### config.mk
export PLATFORM = sky130hd
export DESIGN_NAME = multi_push_multi_pop_fifo
export DESIGN_NICKNAME = d
export VERILOG_FILES = /design/src/rtl/multi_push_multi_pop_fifo.sv
export SDC_FILE = /design/constraint.sdc
export NUM_CORES = 1
export LEC_CHECK = 0
export ABC_AREA = 0
export CAP_MARGIN = 20
export CELL_PAD_IN_SITES_DETAIL_PLACEMENT = 0
export CELL_PAD_IN_SITES_GLOBAL_PLACEMENT = 1
export CORE_MARGIN = 1.5
export CORE_UTILIZATION = 44
export DETAILED_ROUTE_END_ITERATION = 8
export PLACE_DENSITY_LB_ADDON = 0.3
export SETUP_SLACK_MARGIN = 0.02
export SLEW_MARGIN = 10
export SYNTH_ARGS = -nofsm -noshare
export SYNTH_HDL_FRONTEND = slang
export SYNTH_SLANG_ARGS = --single-unit
export TNS_END_PERCENT = 50
### constraint.sdc
create_clock -name clk -period 8.35 [get_ports clk]
set_input_delay 1.67 -clock clk [delete_from_list [all_inputs] [get_ports clk]]
set_output_delay 1.67 -clock clk [all_outputs]
set_load 0.005 [all_outputs]
### src/rtl/multi_push_multi_pop_fifo.sv
// Multi-word FIFO: up to N words pushed and popped per cycle.
// Circular buffer of D entries with show-ahead read lanes.
module multi_push_multi_pop_fifo #(
    parameter int W = 8,
    parameter int D = 4,
    parameter int N = 4,
    localparam int WN = $clog2(N + 1)
) (
    input  logic                  clk,
    input  logic                  rst,
    input  logic [WN-1:0]         push,
    input  logic [N-1:0][W-1:0]   push_data,
    input  logic [WN-1:0]         pop,
    output logic [N-1:0][W-1:0]   pop_data,
    output logic [WN-1:0]         can_push,
    output logic [WN-1:0]         can_pop
);

    localparam int CW = $clog2(D + 1);
    localparam int PW = (D > 1) ? $clog2(D) : 1;

    logic [PW-1:0] rd_ptr;
    logic [PW-1:0] wr_ptr;
    logic [CW-1:0] count;
    logic [W-1:0]  mem [D];

    logic          push_ok;
    logic          pop_ok;
    logic [CW-1:0] push_amt;
    logic [CW-1:0] pop_amt;

    // base + off never reaches 2*D, so one subtraction wraps it
    function automatic logic [PW-1:0] wrap(input logic [PW-1:0] base,
                                           input int off);
        int s;
        s = int'(base) + off;
        if (s >= D) s = s - D;
        return PW'(s);
    endfunction

    // Availability from registered count; oversize requests are dropped
    always_comb begin
        can_pop  = (int'(count) > N) ? WN'(N) : WN'(count);
        can_push = ((D - int'(count)) > N) ? WN'(N)
                                           : WN'(D - int'(count));
        push_ok  = (push != '0) && (push <= can_push);
        pop_ok   = (pop != '0) && (pop <= can_pop);
        push_amt = push_ok ? CW'(push) : '0;
        pop_amt  = pop_ok ? CW'(pop) : '0;
    end

    // Pointer and occupancy state
    always_ff @(posedge clk or negedge rst) begin
        if (!rst) begin
            rd_ptr <= '0;
            wr_ptr <= '0;
            count  <= '0;
        end else begin
            if (push_ok) wr_ptr <= wrap(wr_ptr, int'(push));
            if (pop_ok)  rd_ptr <= wrap(rd_ptr, int'(pop));
            count <= count + push_amt - pop_amt;
        end
    end

    // Storage write: lanes below push land at consecutive entries
    always_ff @(posedge clk) begin
        for (int i = 0; i < N; i++) begin
            if (push_ok && (i < int'(push)))
                mem[wrap(wr_ptr, i)] <= push_data[i];
        end
    end

    // Show-ahead read lanes, oldest word on lane 0
    always_comb begin
        pop_data = '0;
        for (int i = 0; i < N; i++)
            pop_data[i] = mem[wrap(rd_ptr, i)];
    end

endmodule

; ---- Yosys cells after proc, flatten, opt, wreduce, memory -nomap -nowiden
; Memories as Yosys holds them, arrays and structs flattened.
; Cells that the tools add are included.
[op_classes]
n_addsub = 21
n_lt_le_gt_ge = 18
muxes = 26
reduce_logical = 8
[op_table]
columns = operator, n
row1 = "32-bit by 4-bit > comparator with 1-bit output, second input constant", 1
row2 = 2-bit two-way mux, 14
row3 = "2-bit by 1-bit subtractor with 2-bit output, second input constant", 10
row4 = "3-bit >= comparator, second input constant", 6
row5 = "2-bit by 2-bit adder with 3-bit output, second input constant", 4
row6 = 3-bit two-way mux, 4
row7 = 2-bit by 3-bit adder with 4-bit output, 2
row8 = "4-bit by 3-bit >= comparator with 1-bit output, second input constant", 2
row9 = 1-bit two-way mux, 8
row10 = "2-bit by 1-bit adder with 3-bit output, second input constant", 2
row11 = "2-bit by 3-bit >= comparator with 1-bit output, second input constant", 2
row12 = 3-bit <= comparator, 2
row13 = 1-bit logical AND, 6
row14 = "1-bit by 3-bit less-than comparator with 1-bit output, first input constant", 2
row15 = "2-bit by 3-bit less-than comparator with 1-bit output, first input constant", 2
row16 = 3-bit nonzero test, 2
row17 = "3-bit by 3-bit subtractor with 4-bit output, first input constant", 1
row18 = 3-bit adder, 1
row19 = "3-bit > comparator, second input constant", 1
row20 = 3-bit subtractor, 1
[totals]
ff_bits = 7
ram_bits = 32
in_bits = 40
out_inout_bits = 38
wordCells = 77
mem_count = 1
[memory_table]
columns = memory, words, width, rd, rd_clocked_by_memory_dff, write_ports, line_no
row1 = mem, 4, 8, 4, 0, 4, 25  ; logic [W-1:0] mem [D];

; ---- Logic depth before layout (Yosys ltp)
; Gate-level depths: netlist (run 1).
[depth]
ltp_word = 8
ltp_mapped = 19
ltp_nobuf = 19

; ---- Least setup slack after synthesis (run 1)
; No wires, ideal clock.
[synth_timing]
path_type = input port to flip-flop
start = input pop[1]
end = register count[2]
setup_ns = 0.080
t_arrival_ns = 4.180
t_required_ns = 8.270
slack_ns = 4.090
path_stages = 11
n_path_buf = 0
path_cell_list = ha_1 -> nor2b_1 -> o21a_1 -> o21ai_0 -> and2_1 -> fa_1 -> fa_1 -> xnor2_1 -> xnor2_1 -> xnor2_1 -> xnor2_1
[synth_via]
elab_chain_cells = 4
elab_cells_between_ends = 5
cone_classes = add/sub (1) / order compare (1) / mux (1) / reduce/logical (2)
[synth_lines]
columns = element, line_no
row1 = start: declaration, 13  ; input logic [WN-1:0] pop,
row2 = 3-bit <= comparator or 3-bit nonzero test (tied branches), 47  ; pop_ok = (pop != '0) && (pop <= can_pop);
row3 = 1-bit logical AND, 47
row4 = 3-bit two-way mux *, 49  ; pop_amt = pop_ok ? CW'(pop) : '0;
row5 = 3-bit subtractor *, 61  ; count <= count + push_amt - pop_amt;
row6 = end signal: assignment, 61
row7 = end: declaration, 24  ; logic [CW-1:0] count;
; Every way passes the cells marked *; elsewhere a longest branch is shown, timed or not.
; A chain may end at the register's enable or synchronous reset.

; ---- Final worst setup path (run 1)
[layout_timing]
start = input push[2]
end = register count[2]
[layout_via]
elab_chain_cells = 5
elab_cells_between_ends = 6
cone_classes = add/sub (2) / order compare (1) / mux (1) / reduce/logical (2)
[layout_lines]
columns = element, line_no
row1 = start: declaration, 11  ; input logic [WN-1:0] push,
row2 = 3-bit <= comparator or 3-bit nonzero test (tied branches), 46  ; push_ok = (push != '0) && (push <= can_push);
row3 = 1-bit logical AND, 46
row4 = 3-bit two-way mux *, 48  ; push_amt = push_ok ? CW'(push) : '0;
row5 = 3-bit adder *, 61
row6 = 3-bit subtractor *, 61
; Marks and branches as above.

==> results.json, run 1 <==
{
  "antenna_left": 0,
  "cts_root_buffer": "clkbuf_8",
  "layout_min_cycle_time_ns": 5.34,
  "finalNonFillerCells": 478,
  "setup_viol": 0,
  "cp_slowest_cell": "o21ai_0",
  "antenna_found_initial": 0,
  "insertion_delay_ns": 0.30,
  "crit_top_cell": "xnor2_1",
  "avgViaCountPerCell": 6.11,
  "synthToLayoutAreaGrowth_pct": 24.2,
  "first_pass_iters": 4,
  "syn_avg_cell_area_um2": 11.6,
  "slew_headroom": 0.278,
  "routedWlPerCell_um": 18.9,
  "portBuffers": 77,
  "dp_hpwl_um": 7080,
  "grt_max_degree": 33,
  "syn_inst": 313,
  "ff_latch_area_mm2": 0.00114,
  "outcome": "finished, final reports clean",
  "cts_tree": "done",
  "grt_use_total": 0.217,
  "num_vias": 2919,
  "post_cts.repair.setup_buffers": 0,
  "muxShareOfSynthArea": 0.291,
  "cts_resized": 0,
  "drc": 0,
  "synth_common_cells": "edfxtp_1 (32), mux4_2 (32), o22ai_1 (23), mux2i_1 (22)",
  "cts_inserted_buffers": 5,
  "grt_pass1_wl_um": 14700,
  "antennaDiodeCount": 0,
  "fin_skew_ns": 0.0112,
  "fillers": 675,
  "io_pins": 78,
  "yosysTopAreaCell": "edfxtp_1",
  "yosysWarnings": 0,
  "grt_pass1_vias": 2709,
  "setup.worst_path.start_class": "input pin",
  "period_share": 0.639,
  "setup_ws_ns": 3.01,
  "clockBufferDepth": 2,
  "synthAdderAreaFrac": 0.0552,
  "start_util": 0.462,
  "die_area_mm2": 0.00879,
  "yosysSeqAreaShare": 0.313,
  "slowest_delay_ns": 0.83,
  "synth_nets": 367,
  "grt_overflow": 0,
  "crit_path_cell_trace": "clkdlybuf4s50_1 -> ha_1 -> a21o_1 -> o21ai_0 -> nand2_1 -> fa_1 -> fa_1 -> xnor2_1 -> xnor2_1 -> xnor2_1 -> xnor2_1",
  "synth-xor-area-share": 0.0169,
  "critical_path_class": "in2reg",
  "core_mm2": 0.00785,
  "cap_violations": 0,
  "synth_compound_area_frac": 0.158,
  "dieHeight_um": 93.8,
  "syn_area_mm2": 0.00362,
  "synth_cell_types": 48,
  "peakVddDrop_mv": 0.192,
  "ys_async_sr_fraction": 0.179,
  "clkTransAtPathRegs_ns": 0.08,
  "worstPathRequired_ns": 8.56,
  "placed_cells": 470,
  "gp_congestion": 0.909,
  "drt_iter0_markers": 243,
  "synth-edff-count": 32,
  "synthFlopType": "edfxtp_1",
  "wirelength_um": 9040,
  "cts.sinks": 39,
  "synth_top_area_frac": 0.265,
  "p_per_area_mw_per_mm2": 513,
  "htreeDepth": 2,
  "p_leak_nw": 1.57,
  "ys_top_cells_by_area": "edfxtp_1 (27%), mux4_2 (20%), mux2i_1 (6.1%)",
  "nNetsFinal": 429,
  "worstMarginPinSlew_ns": 1.07,
  "hold_buffers": 0,
  "rows": 32,
  "hold_path.class": "reg2reg",
  "end_kind": "register",
  "hold_viol": 0,
  "fmaxAchievable_mhz": 187,
  "drv_slew": 0,
  "synthSimpleGateAreaFrac": 0.106,
  "ys_ff_latch": 39,
  "crit_buf_inv": 1,
  "place_ws_ns": 2.75,
  "grt_setup_unrepaired": "no",
  "fin_tns_setup_ns": 0,
  "critical-path-top-delay-family": "adder cells",
  "final_layout_size_suffix_gt1_frac": 0.210,
  "multi_input_area_mm2": 0.00227,
  "crit_arrival_ns": 5.55,
  "rrSetupSlack_ns": 4.15,
  "die_x_um": 93.8,
  "crit_fanout": 15,
  "synth_top_family_by_area": "multiplexers"
}
## stage by stage
stage / power [mW] / util / area [µm²] / hold slack, ns
2_1_floorplan: 1.59 / - / 3620 / 0.504
3_3_place_gp: 2.11 / 0.559 / 4390 / 0.464
3_5_place_dp: 2.17 / 0.559 / 4390 / 0.465
4_1_cts: 2.33 / 0.574 / 4500 / 0.481
5_1_grt: 2.49 / 0.574 / 4500 / 0.502
6_report: 2.31 / 0.574 / 4500 / 0.481
## registers in the layout, indices dropped and copies added (netlist names)
| register | cells |
|---|---|
| count | 3 |
| mem | 32 |
| wr_ptr | 2 |
| rd_ptr | 2 |
## cell families after synthesis
logic type                 Yosys count
and+or+nand+nor                     65
adders and majority gates           15
DFF                                 39
xor gates and xnor gates             7
AOI/OAI and AO/OA                   81
muxes                               64
buffers and inverters               42
## cells in the final DEF (no fill, tap or decap), drive strengths merged, types with 7 or more instances in the layout
master / Yosys / final
o221a: 8 / 8
clkdlybuf4s50: 0 / 77
mux4: 32 / 32
nand2b: 7 / 7
nand3: 7 / 7
inv: 18 / 18
mux2: 10 / 10
nand2: 11 / 11
o22ai: 23 / 23
dfrtp: 7 / 7
ha: 12 / 12
mux2i: 22 / 22
a21oi: 28 / 28
edfxtp: 32 / 32
nor2: 13 / 13
## path summary, 6_finish.rpt
| path | startpoint | to | cells after the start |
|---|---|---|---|
| setup / recovery | push[2] | count[2] | 11 |
| hold reg to reg | rd_ptr[1] | rd_ptr[1] | 1 |
| hold / removal | rd_ptr[1] | rd_ptr[1] | 1 |
| setup reg to reg | count[0] | count[2] | 14 |
| min in group asynchronous | rst | wr_ptr[0] | 1 |
| max in group asynchronous | rst | rd_ptr[0] | 1 |
## final cells by class
| cell class | count | area share |
|---|---|---|
| timing repair buffer | 79 | 0.174 |
| inverter | 18 | 0.0150 |
| sequential | 39 | 0.252 |
| multi-input combinational | 232 | 0.505 |
| clock buffer | 5 | 0.0153 |
| tap | 102 | 0.0283 |
| clock inverter | 3 | 0.00972 |
## per-layer routing
layer	up-vias	global-route usage	wire, µm
met3	7	0.0218	630
met2	135	0.324	4090
met4	0	0.0585	99
met5	-	0	0
met1	1412	0.335	4220
li1	1365	-	-
## power breakdown
part / switching, mW / internal [mW]
clock network: 0.0686 / 0.0890
registers: 0.114 / 0.407
logic: 0.734 / 0.895
total: 0.917 / 1.39
No activity file was read; power rests on OpenSTA's default activity.
==> run 2: changes to the inputs <==
--- a/config.mk
+++ b/config.mk
@@ -10,7 +10,7 @@
 export CELL_PAD_IN_SITES_DETAIL_PLACEMENT = 0
 export CELL_PAD_IN_SITES_GLOBAL_PLACEMENT = 1
 export CORE_MARGIN = 1.5
-export CORE_UTILIZATION = 44
+export CORE_UTILIZATION = 41
 export DETAILED_ROUTE_END_ITERATION = 8
 export PLACE_DENSITY_LB_ADDON = 0.3
 export SETUP_SLACK_MARGIN = 0.02
==> constraint.sdc (replaced) <==
create_clock -name clk -period 5.47 [get_ports clk]
set_input_delay 1.094 -clock clk [delete_from_list [all_inputs] [get_ports clk]]
set_output_delay 1.094 -clock clk [all_outputs]
set_load 0.005 [all_outputs]
==> results.json, run 2 (synthesis results as in run 1) <==
{
  "end_kind": "register",
  "layout_min_cycle_time_ns": 4.17,
  "antennaDiodeCount": 0,
  "drc": 0,
  "rows": 34,
  "cts_inserted_buffers": 5,
  "wirelength_um": 8660,
  "worstMarginPinSlew_ns": 0.834,
  "fmaxAchievable_mhz": 240,
  "sw_frac_of_total": 0.397,
  "setup_viol": 0,
  "outcome": "finished, final reports clean",
  "crit_path_cell_trace": "clkdlybuf4s50_1 -> ha_1 -> and3b_1 -> o21ai_0 -> buf_4 -> nand2_1 -> fa_1 -> fa_1 -> xnor2_1 -> xnor2_1 -> xnor2_1 -> xnor2_1",
  "synthToLayoutAreaGrowth_pct": 24.1,
  "crit_top_cell": "xnor2_1",
  "r2r_cells": 16,
  "drt_iter0_markers": 174,
  "slowest_delay_ns": 0.77,
  "dp_hpwl_um": 6830,
  "routedWlPerCell_um": 17.8,
  "setup.worst_path.start_class": "input pin",
  "p_clk_frac": 0.053,
  "rrSetupSlack_ns": 1.67,
  "wl_met1_um": 3920,
  "insertion_delay_ns": 0.29,
  "largest_register_ffs": 32,
  "power_frac_comb": 0.712,
  "fin_skew_ns": 0.00908,
  "crit_fanout": 15,
  "grt_max_degree": 35,
  "slew_headroom": 0.444,
  "min-delay-start": "count[0]",
  "power.internal_mw": 2.09,
  "place_ws_ns": 1.01,
  "io_pins": 78,
  "sequentialPowerShare": 0.235,
  "critical_path_class": "in2reg",
  "final_area_mm2": 0.00450,
  "cts_tree": "done",
  "cts_root_buffer": "clkbuf_8",
  "min_path_cells": 1,
  "fin_tns_setup_ns": 0,
  "wl_met2_um": 3960,
  "clkTransAtPathRegs_ns": 0.08,
  "largestRegisters": "mem: 32 flops, count: 3 flops",
  "topRoutingLayerUsed": "met4",
  "nNetsFinal": 431,
  "p_per_area_mw_per_mm2": 770,
  "cap_violations": 0,
  "finalNonFillerCells": 486,
  "reg2reg_from": "count[0]",
  "grt_setup_unrepaired": "no",
  "switchingPower_mw": 1.38,
  "period_share": 0.762,
  "final_cell_mix": "clkdlybuf4s50_1 (77), mux4_2 (32), edfxtp_1 (32), o22ai_1 (23), mux2i_1 (22)",
  "start_util": 0.420,
  "gp_congestion": 0.923,
  "crit_arrival_ns": 4.38,
  "die_area_mm2": 0.00941,
  "die_x_um": 97.0,
  "worstPathRequired_ns": 5.68,
  "grt_pass1_vias": 2656,
  "placed_area_mm2": 0.00441,
  "antenna_left": 0,
  "setup_ws_ns": 1.30,
  "grt_overflow": 0,
  "grt_use_total": 0.186,
  "dieHeight_um": 97.0,
  "peakVddDrop_mv": 0.256,
  "hold_viol": 0,
  "layout_commonest_cell": "clkdlybuf4s50_1",
  "avgViaCountPerCell": 6.00,
  "fillers": 777,
  "cp_slowest_cell": "clkdlybuf4s50_1",
  "reg2reg_to": "count[2]",
  "portBuffers": 77,
  "post_cts.repair.setup_buffers": 0,
  "p_leak_nw": 1.56,
  "hold_path.class": "reg2reg",
  "hold_buffers": 0,
  "first_pass_iters": 5,
  "cts.sinks": 39,
  "grt_pass1_wl_um": 14000,
  "clockBufferDepth": 2,
  "core_mm2": 0.00864,
  "htreeDepth": 2,
  "hold_end": "count[0]",
  "regMostFlops": "mem",
  "placed_cells": 478,
  "drv_slew": 0,
  "critical-path-top-delay-family": "adder cells",
  "fin_util": 0.521,
  "antenna_found_initial": 0,
  "wl_met3_um": 690,
  "final_layout_size_suffix_gt1_frac": 0.209,
  "num_vias": 2916,
  "crit_buf_inv": 2,
  "cts_resized": 0
}
run 2: worst register-to-register path, cell delays in order, from the launching register on:
cell	delay, ns
dfrtp_1	0.41
inv_1	0.11
ha_1	0.15
inv_1	0.05
ha_1	0.19
nand2b_1	0.16
ha_1	0.29
nor2b_1	0.13
o21a_1	0.15
o21ai_0	0.34
and2_1	0.23
fa_1	0.45
fa_1	0.44
xnor2_1	0.18
xnor2_1	0.16
xnor2_1	0.15
xnor2_1	0.13
run 2: layer usage:
metal,track usage,vias to the layer above
met5,0,-
met4,0.0502,0
met3,0.0267,9
met2,0.281,146
met1,0.280,1395
li1,-,1366
run 2: how the worst max path moves through the flow:
| stage | to | from | cells past startpoint |
|---|---|---|---|
| final | count[2] | push[2] | 12 |
| after detailed placement | count[2] | push[2] | 12 |
| after CTS | count[2] | push[2] | 12 |
| after global placement | count[2] | push[2] | 12 |
| after floorplan | count[2] | pop[1] | 11 |
| after global routing | count[2] | push[2] | 12 |
run 2: cell type report:
class	count	area (µm²)	area share
Timing Repair Buffer	81	801	0.178
Multi-Input combinational cell	232	2270	0.506
Sequential cell	39	1140	0.253
Tap cell	108	135	0.0301
Inverter	18	67.6	0.0150
Clock inverter	3	15.0	0.00334
Clock buffer	5	68.8	0.0153
run 2: metrics by stage:
step                      hold WS, ns  total power, mW
after global routing            0.590             3.72
after CTS                       0.558             3.47
after floorplan                 0.504             2.42
after global placement          0.544             3.25
after detailed placement        0.540             3.29
final                           0.555             3.46
run 2: power by group through the flow:
stage | registers (mW) | clock network [mW] | logic [mW]
after floorplan | 0.706 | 0 | 1.72
after global placement | 0.801 | 0 | 2.44
after detailed placement | 0.818 | 0 | 2.47
after CTS | 0.811 | 0.186 | 2.48
after global routing | 0.847 | 0.198 | 2.68
final | 0.815 | 0.184 | 2.46
==> run 3: changes to the inputs <==
--- a/config.mk
+++ b/config.mk
@@ -10,7 +10,7 @@
 export CELL_PAD_IN_SITES_DETAIL_PLACEMENT = 0
 export CELL_PAD_IN_SITES_GLOBAL_PLACEMENT = 1
 export CORE_MARGIN = 1.5
-export CORE_UTILIZATION = 41
+export CORE_UTILIZATION = 37
 export DETAILED_ROUTE_END_ITERATION = 8
 export PLACE_DENSITY_LB_ADDON = 0.3
 export SETUP_SLACK_MARGIN = 0.02
==> constraint.sdc (replaced) <==
create_clock -name clk -period 3.8 [get_ports clk]
set_input_delay 0.76 -clock clk [delete_from_list [all_inputs] [get_ports clk]]
set_output_delay 0.76 -clock clk [all_outputs]
set_load 0.005 [all_outputs]
==> results.json, run 3 (synthesis results as in run 1) <==
{
  "wirelength_um": 9370,
  "fin_skew_ns": 0.00648,
  "rows": 35,
  "regMostFlops": "mem",
  "routedWlPerCell_um": 17.9,
  "r2r_cells": 20,
  "reg2reg_from": "count[0]",
  "cts.sinks": 39,
  "die_x_um": 102,
  "worstPathRequired_ns": 4.02,
  "peakVddDrop_mv": 0.376,
  "slew_headroom": 0.594,
  "worstMarginPinSlew_ns": 0.607,
  "sequentialPowerShare": 0.214,
  "min_path_cells": 1,
  "clockBufferDepth": 2,
  "power_mw": 5.30,
  "place_ws_ns": -0.0182,
  "cap_violations": 0,
  "largestRegisters": "mem: 32 flops, count: 3 flops",
  "drc": 0,
  "dieHeight_um": 102,
  "period_share": 0.942,
  "switchingPower_mw": 2.07,
  "avgViaCountPerCell": 5.69,
  "power.internal_mw": 3.23,
  "grt_use_total": 0.190,
  "end_kind": "register",
  "crit_fanout": 4,
  "final_area_mm2": 0.00469,
  "grt_pass1_wl_um": 15200,
  "crit_arrival_ns": 3.80,
  "hold_viol": 0,
  "antenna_left": 0,
  "die_area_mm2": 0.0104,
  "synthToLayoutAreaGrowth_pct": 29.5,
  "layout_min_cycle_time_ns": 3.58,
  "portBuffers": 77,
  "placed_area_mm2": 0.00455,
  "final_cell_mix": "clkdlybuf4s50_1 (77), mux4_2 (32), edfxtp_1 (32), o22ai_1 (23), mux2i_1 (22)",
  "layout_commonest_cell": "clkdlybuf4s50_1",
  "rrSetupSlack_ns": 0.22,
  "hold_path.class": "reg2reg",
  "outcome": "finished, final reports clean",
  "antennaDiodeCount": 0,
  "setup_viol": 0,
  "dp_hpwl_um": 7350,
  "p_per_area_mw_per_mm2": 1130,
  "num_vias": 2980,
  "grt_pass1_vias": 2811,
  "start_util": 0.387,
  "cts_tree": "done",
  "largest_register_ffs": 32,
  "insertion_delay_ns": 0.30,
  "reg2reg_to": "count[2]",
  "grt_overflow": 0,
  "p_clk_frac": 0.066,
  "first_pass_iters": 5,
  "cts_inserted_buffers": 5,
  "nNetsFinal": 448,
  "critical_path_class": "reg2reg",
  "final_layout_size_suffix_gt1_frac": 0.258,
  "sw_frac_of_total": 0.390,
  "grt_max_degree": 33,
  "p_leak_nw": 1.67,
  "setup.worst_path.start_class": "register",
  "multi_input_area_mm2": 0.00229,
  "fillers": 870,
  "antenna_found_initial": 0,
  "power_frac_comb": 0.720,
  "min-delay-start": "rd_ptr[1]",
  "clkTransAtPathRegs_ns": 0.08,
  "drv_slew": 0,
  "fmaxAchievable_mhz": 279,
  "gp_congestion": 0.890,
  "setup_ws_ns": 0.219,
  "ff_latch_area_mm2": 0.00114,
  "fin_hold_ws_ns": 0.476,
  "cts_root_buffer": "clkbuf_8",
  "fin_util": 0.501,
  "core_mm2": 0.00937,
  "io_pins": 78,
  "htreeDepth": 2,
  "hold_end": "rd_ptr[1]",
  "drt_iter0_markers": 254
}
-- run 3: power groups by stage --
stage                     clock, mW  sequential, mW  combinational [mW]
after detailed placement          0            1.15                3.77
after global placement            0            1.12                3.72
final                         0.349            1.14                3.81
after CTS                     0.350            1.14                3.78
after global routing          0.367            1.18                4.16
after floorplan                   0            1.02                2.47
-- run 3: final cells by class --
type	count	area share
multi-input cells	232	0.487
clock buffers	5	0.0147
inverters	18	0.0144
clock inverters	3	0.00933
flip-flops and latches	39	0.242
well taps	129	0.0344
repair buffers	98	0.198
-- run 3: worst max-delay path by stage --
stage	start	endpoint	slack [ns]	cells past startpoint
finish	count[0]	count[2]	0.22	20
global route	count[0]	count[2]	-0.004	20
CTS	count[0]	count[2]	0.14	20
detailed placement	push[2]	count[2]	-0.02	11
global placement	pop[1]	count[2]	0.06	16
floorplan	count[0]	count[2]	0.24	16
-- run 3: through the flow --
stage / instances / TNS (ns)
floorplan: 313 / 0
global placement: 514 / 0
detailed placement: 514 / -0.0182
CTS: 522 / 0
global route: 524 / -0.00432
finish: 524 / 0
-- run 3: what timing repair did --
| item | 4_1_cts | 5_1_grt |
|---|---|---|
| hold buffers | 0 | 0 |
| setup endpoints to repair | 0 | 1 |
| hold endpoints to repair | 0 | 0 |
| gates resized for setup | 0 | 6 |
| buffers inserted | 0 | 2 |
-- run 3: per-layer routing --
layer	vias up	wire [µm]	GRT usage
li1	1401	-	-
met1	1455	4530	0.299
met2	114	4100	0.275
met3	10	610	0.0219
met4	0	130	0.0590
met5	-	0	0
-- run 3: worst max-delay path: stages (launching register included) --
cell and delay, ns:
dfrtp_1 0.40, inv_1 0.10, ha_1 0.15, inv_1 0.05, ha_1 0.19, nand2b_1 0.16, ha_1 0.28, nor2b_1 0.13
o21a_1 0.17, o21ai_2 0.13, buf_4 0.14, and2_1 0.12, ha_1 0.23, inv_1 0.07, ha_1 0.13, inv_1 0.04
fa_1 0.40, xnor2_2 0.15, xnor2_1 0.18, xnor2_1 0.15, xnor2_1 0.14
